## config.mk

```make
export PLATFORM = sky130hd
export DESIGN_NAME = bdeser_flat
export DESIGN_NICKNAME = d
export VERILOG_FILES = /design/src/rtl/bdeser_if.sv /design/src/rtl/bdeser.sv /design/src/flat_wrapper.sv
export SDC_FILE = /design/constraint.sdc
export NUM_CORES = 1
export LEC_CHECK = 0
export CORE_UTILIZATION = 55
export DETAILED_ROUTE_END_ITERATION = 8
export HOLD_SLACK_MARGIN = 0.1
export PLACE_DENSITY_LB_ADDON = 0.05
export SYNTH_ARGS = -nofsm -noshare
export SYNTH_HDL_FRONTEND = slang
export SYNTH_SLANG_ARGS = --single-unit
```

## constraint.sdc

```tcl
create_clock -name clk -period 2.28 [get_ports clk]
set_clock_uncertainty 0.05 [all_clocks]
set_input_delay 0.57 -clock clk [delete_from_list [all_inputs] [get_ports clk]]
set_output_delay 0.57 -clock clk [all_outputs]
set_load 0.05 [all_outputs]
```

## src/rtl/bdeser_if.sv

```systemverilog
// Parallel/serial handshake bundle for the bdeser receiver.
interface bdeser_if #(parameter int WIDTH = 8);
  logic             en;
  logic             in;
  logic             rd;
  logic [WIDTH-1:0] out;
  logic             done;
  logic             valid;
  logic             perr;
  logic             ferr;
  logic             ovr;

  modport master (output en, in, rd,
                  input  out, done, valid, perr, ferr, ovr);
  modport slave  (input  en, in, rd,
                  output out, done, valid, perr, ferr, ovr);
endinterface

```

## src/rtl/bdeser.sv

```systemverilog
// Serial-to-parallel receiver: start bit, WIDTH data bits LSB first,
// optional parity, stop bit; one bit per clock, no oversampling.
module bdeser #(
  parameter int WIDTH  = 8,
  parameter int PARITY = 0
) (
  input  logic clk,
  input  logic rst,
  bdeser_if.slave bus
);
  localparam int CW = $clog2(WIDTH + 1);

  typedef enum logic [1:0] {IDLE, DATA, PAR, STOP} state_t;

  state_t           state, state_nxt;
  logic [CW-1:0]    cnt;
  logic [WIDTH-1:0] sh;
  logic             par_bit;
  logic [WIDTH-1:0] out_q;
  logic             done_q, valid_q, perr_q, ferr_q, ovr_q;

  logic frame_end, ones_odd, perr_now, ferr_now, good;

  always_comb begin
    state_nxt = state;
    if (!bus.en) begin
      state_nxt = IDLE;
    end else begin
      case (state)
        IDLE: if (!bus.in) state_nxt = DATA;
        DATA: if (cnt == CW'(WIDTH - 1)) state_nxt = (PARITY != 0) ? PAR : STOP;
        PAR:  state_nxt = STOP;
        STOP: state_nxt = IDLE;
        default: state_nxt = IDLE;
      endcase
    end
  end

  // Frame evaluation happens combinationally on the stop-bit edge.
  always_comb begin
    frame_end = bus.en && (state == STOP);
    ones_odd  = (^sh) ^ par_bit;
    ferr_now  = !bus.in;
    case (PARITY)
      1:       perr_now = ones_odd;
      2:       perr_now = !ones_odd;
      default: perr_now = 1'b0;
    endcase
    good = frame_end && !ferr_now && !perr_now;
  end

  always_ff @(posedge clk) begin
    if (rst) begin
      state   <= IDLE;
      cnt     <= '0;
      sh      <= '0;
      par_bit <= 1'b0;
      out_q   <= '0;
      done_q  <= 1'b0;
      valid_q <= 1'b0;
      perr_q  <= 1'b0;
      ferr_q  <= 1'b0;
      ovr_q   <= 1'b0;
    end else begin
      state  <= state_nxt;
      done_q <= frame_end;
      if (bus.en) begin
        case (state)
          IDLE: if (!bus.in) cnt <= '0;
          DATA: begin
            sh[cnt] <= bus.in;
            cnt     <= cnt + 1'b1;
          end
          PAR:  par_bit <= bus.in;
          default: ;
        endcase
      end
      if (frame_end) begin
        perr_q <= perr_now;
        ferr_q <= ferr_now;
      end
      // A good load beats a simultaneous rd; overrun only when the old word was unread.
      if (good) begin
        out_q   <= sh;
        valid_q <= 1'b1;
        if (valid_q && !bus.rd) ovr_q <= 1'b1;
      end else if (bus.rd) begin
        valid_q <= 1'b0;
      end
    end
  end

  assign bus.out   = out_q;
  assign bus.done  = done_q;
  assign bus.valid = valid_q;
  assign bus.perr  = perr_q;
  assign bus.ferr  = ferr_q;
  assign bus.ovr   = ovr_q;
endmodule

```

## src/flat_wrapper.sv

```systemverilog
// flat-port wrapper written by rule: the top's interface ports become plain ports
module bdeser_flat 
#(
  parameter int WIDTH  = 8,
  parameter int PARITY = 0
)
  (clk, rst, bus_en, bus_in, bus_rd, bus_out, bus_done, bus_valid, bus_perr, bus_ferr, bus_ovr);
  bdeser_if #(.WIDTH(WIDTH)) bus_i ();
  input  logic clk;
  input  logic rst;
  input wire logic [$bits(bus_i.en)-1:0] bus_en;
  input wire logic [$bits(bus_i.in)-1:0] bus_in;
  input wire logic [$bits(bus_i.rd)-1:0] bus_rd;
  output wire logic [$bits(bus_i.out)-1:0] bus_out;
  output wire logic [$bits(bus_i.done)-1:0] bus_done;
  output wire logic [$bits(bus_i.valid)-1:0] bus_valid;
  output wire logic [$bits(bus_i.perr)-1:0] bus_perr;
  output wire logic [$bits(bus_i.ferr)-1:0] bus_ferr;
  output wire logic [$bits(bus_i.ovr)-1:0] bus_ovr;
  assign bus_i.en = bus_en;
  assign bus_i.in = bus_in;
  assign bus_i.rd = bus_rd;
  assign bus_out = bus_i.out;
  assign bus_done = bus_i.done;
  assign bus_valid = bus_i.valid;
  assign bus_perr = bus_i.perr;
  assign bus_ferr = bus_i.ferr;
  assign bus_ovr = bus_i.ovr;
  bdeser #(.WIDTH(WIDTH), .PARITY(PARITY)) u_core (.clk(clk), .rst(rst), .bus(bus_i));
endmodule
```

Yosys cells after proc, flatten, opt, wreduce, memory -nomap -nowiden
Index checks and enable logic that the tools add are counted.
Storage, ports and cells
  register bits after elaboration: 26
  latch bits: 0
  memory bits (writable): 0
  bits in read-only memories: 0
  input bits: 5
  output and inout bits: 13
  word-level logic and storage cells: 42
  memories: 0
Operators by class
  add/sub/neg operators: 1
  multiply operators: 0
  div/mod/pow operators: 0
  magnitude comparators: 2
  eq/ne operators: 6
  shifts and indexed selects: 0
  multiplexer cells: 10
  bitwise logic cells: 1
  reductions and logical operators: 14
Operator list (count)
  8-bit bitwise mux: 1
  2-bit case mux with 4 select lines: 1
  4-bit case mux with 2 select lines: 1
  2-bit AND reduction: 3
  4-bit by 1-bit adder with 4-bit output (second input constant): 1
  2-bit equality test (second input constant): 2
  4-bit by 3-bit equality test with 1-bit output (second input constant): 1
  4-bit by 1-bit greater-or-equal comparator with 1-bit output (second input constant): 1
  1-bit logical AND: 4
  4-bit less-than comparator (second input constant): 1
  2-bit two-way mux: 2
  4-bit two-way mux: 1
  2-bit nonzero test: 2
  1-bit demux with 3-bit select: 1
  1-bit two-way mux: 3
  3-bit AND reduction: 1
  2-bit by 1-bit equality test with 1-bit output (second input constant): 1
  1-bit logical NOT: 2
  2-bit logical NOT: 1
  2-bit by 1-bit != test with 1-bit output (second input constant): 1
  2-bit != test (second input constant): 1
  2-bit OR reduction: 1
  1-bit NOT: 1

Logic depth before layout (Yosys ltp)
  word-level depth: 5
  gate-level depth with buffers: 5

Worst setup path after synthesis
Ideal clock, no wire load.
  kind: reg2reg
  from: register u_core.state[1]
  to: register u_core.state[0]
  arrival: 1.264 ns
  required time: 2.160 ns
  slack: 0.896 ns
  stages on the path, launching flop included: 6
  path buffers: 0
  clock period less this slack: 1.384 ns
  path through: dfxtp_1 -> inv_1 -> ha_1 -> a22o_1 -> or3_1 -> a21boi_1
On the way
  longest elaborated chain between the ends: 3
Ends and longest elaborated chain
  start, declared: line bdeser.sv:15  | state_t state, state_nxt;
  start signal, assigned: line bdeser.sv:65  | state <= state_nxt;
  2-bit by 1-bit equality test with 1-bit output / 2-bit logical NOT (equally long branches): line bdeser.sv:29  | case (state)
  2-bit by 1-bit != test with 1-bit output (no line) / 2-bit != test (equally long branches)
  2-bit AND reduction (no line)
Several ways; a longest one is shown, not always the timed one.
A chain may end at the register's enable or synchronous reset.

Worst setup path in the final report
  from: register u_core.out_q[3], in the netlist u_core.bus.out[3]
  to: output port bus_out[3]
RTL lines
  start, declared: line bdeser.sv:19  | logic [WIDTH-1:0] out_q;
  start signal, assigned: line bdeser.sv:84  | out_q <= sh;
  end, declared: line flat_wrapper.sv:14  | output wire logic [$bits(bus_i.out)-1:0] bus_out;
No word-level cell between the ends.

==> flow_summary.json <==
{
  "cap_violations": 0,
  "cts_resized": 0,
  "cts_tree": "done",
  "path_delay_family": "buffers and inverters",
  "regToRegSetupSlack_ns": 0.73,
  "vias": 954,
  "io_pins": 18,
  "peakVddDrop_mv": 0.398,
  "final_cell_mix": "nand2_1 (34), dfxtp_1 (26), clkdlybuf4s50_1 (16)",
  "end_kind": "output port",
  "cts_buffers": 3,
  "syn2layout_area_growth_pct": 19.1,
  "fin_crit_sh_pct": 92.7,
  "first_global_vias": 812,
  "cp.required_ns": 1.66,
  "netlist_area_um2": 1170,
  "critPathBufInv": 1,
  "wl_per_cell_um": 12.5,
  "rows": 16,
  "layout_commonest_cell": "nand2_1",
  "grt_pass1_wl_um": 3530,
  "slew_headroom_pct": 65.7,
  "post_drt_via_cell_ratio": 5.42,
  "timing.final.ws_setup_ns": 0.167,
  "p_leak_nw": 0.549,
  "start_util_pct": 58.8,
  "htreeDepth": 1,
  "status": "finished clean",
  "die_height_um": 48.0,
  "ant_nets": 0,
  "tightest_slew_ns": 0.513,
  "cts_setup_buffers": 0,
  "p_per_area_nw_per_um2": 593,
  "die_area_um2": 2310,
  "hp-start": "u_core.bus.out[7]",
  "fin_nets": 161,
  "num_antenna_cells": 0,
  "min_delay_worst_endpoint": "u_core.bus.out[7]",
  "insertion_delay_ns": 0.31,
  "dp_worst_setup_slack_ns": 0.217,
  "cp-start-kind": "flop",
  "slowest_stage": "clkdlybuf4s50_1",
  "antenna_found_initial": 0,
  "place_inst": 172,
  "yosys_warnings": 0,
  "stdcell_count": 176,
  "drt-initial-drc-count": 16,
  "fmax_mhz": 473,
  "globalRouteOverflowTotal": 0,
  "holdPathStages": 2,
  "drv_slew": 0,
  "hold_slack_ns": 0.412,
  "critPathMaxFanout": 2,
  "grt_setup_unrepaired": "false",
  "path_clk_slew_ns": 0.14,
  "drt_wl_total_um": 2190,
  "grtUsageTotal_pct": 22.1,
  "rr_worst_depth": 5,
  "yosysSeqAreaShare_pct": 44.6,
  "r2r-start": "u_core.state[1]",
  "path_class": "flop to output port",
  "rr_endpoint": "u_core.cnt[2]",
  "path_cells": "clkdlybuf4s50_1",
  "cts.path.max_buffers": 2,
  "ys_seq_elements": 26,
  "dr.pass1.iters": 4,
  "core_area_um2": 1980,
  "clock-root-buffer": "clkbuf_4",
  "setup_viol": 0,
  "syn-num-nets": 145,
  "drc": 0,
  "netlist_instances": 134,
  "hpwl_um": 1620,
  "io_buffers": 16,
  "globalplace.congestion": 0.821,
  "finalSetupTns_ns": 0,
  "die_w_um": 48.0,
  "synth.avg_cell_area_um2": 8.70,
  "drive_gt1_share_pct": 4.70,
  "hold_viol_final": 0,
  "period_needed_ns": 2.11,
  "synthDistinctLibCells": 32,
  "grt_max_degree": 16,
  "arrival_ns": 1.49,
  "fin_util_pct": 70.1,
  "worstHoldPathType": "flop to flop",
  "max_stage_delay_ns": 0.82,
  "clock_sinks": 26,
  "holdBufCountCts": 0
}
[logic make-up after synthesis]
family | synth area share (%)
adders and majority gates | 6.44
muxes | 7.73
AOI/OAI and AO/OA | 13.0
other | 0.322
and+or+nand+nor | 23.6
DFF | 44.6
buffers and inverters | 4.29
[routing by layer]
layer | GRT usage, % | up-vias | part of all wire, %
li1 | - | 485 | -
met3 | 4.15 | 2 | 3.6
met1 | 31.4 | 446 | 50
met2 | 32.2 | 21 | 45
met5 | 0 | - | 0
met4 | 10.0 | 0 | 0.68
[cells in the mapped netlist]
cell type  instances  share of area [%]
buf_2              4                1.7
buf_4              1               0.64
a22o_1             1               0.75
o221ai_1           1               0.75
conb_1             1               0.32
a21oi_1           10                4.3
and4bb_2           1                1.1
nor2_1             4                1.3
ha_1               6                6.4
nand2b_1           1               0.54
o211ai_1           2                1.3
and3_1             2                1.1
o21a_1             2                1.3
o21ai_0            2               0.86
nand3_1            4                1.7
nor2b_1            5                2.7
nand4_1            1               0.54
and4b_1            1               0.86
inv_1              5                1.6
nor3b_1            1               0.64
clkbuf_1           1               0.32
nand2_1           34                 11
mux2i_1            9                7.7
a21boi_1           1               0.64
nor4b_1            1               0.75
nor3_1             1               0.43
o31ai_1            2                1.3
a32o_1             1               0.86
and2_1             1               0.54
dfxtp_1           26                 45
a21boi_2           1               0.97
or3_1              1               0.54
[worst max path at each step]
stage	endpoint	depth (start not counted)	from	slack, ns
finish	bus_out[3]	1	u_core.bus.out[3]	0.17
global route	bus_out[4]	1	u_core.bus.out[4]	0.09
CTS	bus_out[3]	1	u_core.bus.out[3]	0.14
detailed placement	u_core.bus.ovr	4	bus_en	0.22
global placement	u_core.bus.ovr	4	bus_en	0.23
floorplan	u_core.state[0]	5	u_core.state[1]	0.90
[state kept, by name, summed over array words and instances, names as in the netlist]
signal	flops
u_core.cnt	4
u_core.bus.out	8
u_core.bus.ovr	1
u_core.state	2
u_core.bus.done	1
u_core.bus.valid	1
u_core.sh	8
u_core.bus.ferr	1
[area by class of cell]
| type | instances | area [um2] |
|---|---|---|
| Sequential cell | 26 | 520 |
| Clock inverter | 1 | 30.0 |
| Inverter | 5 | 18.8 |
| Fill cell | 161 | 593 |
| Clock buffer | 3 | 22.5 |
| Multi-Input combinational cell | 97 | 596 |
| Timing Repair Buffer | 17 | 168 |
| Tap cell | 27 | 33.8 |
[power breakdown]
part	internal [W]	switching [W]	leakage, nW	total, W
clock	0.000178	0.000132	0.0279	0.000310
sequential	0.000457	0.00000281	0.210	0.000460
combinational	0.0000208	0.0000338	0.312	0.0000546
[metrics by stage]
step	power, W	instance area [um2]
3_5_place_dp	0.000523	1340
2_1_floorplan	0.000509	1170
3_3_place_gp	0.000522	1340
6_report	0.000824	1390
4_1_cts	0.000829	1390
5_1_grt	0.000861	1390
(Power assumes the default switching activity.)
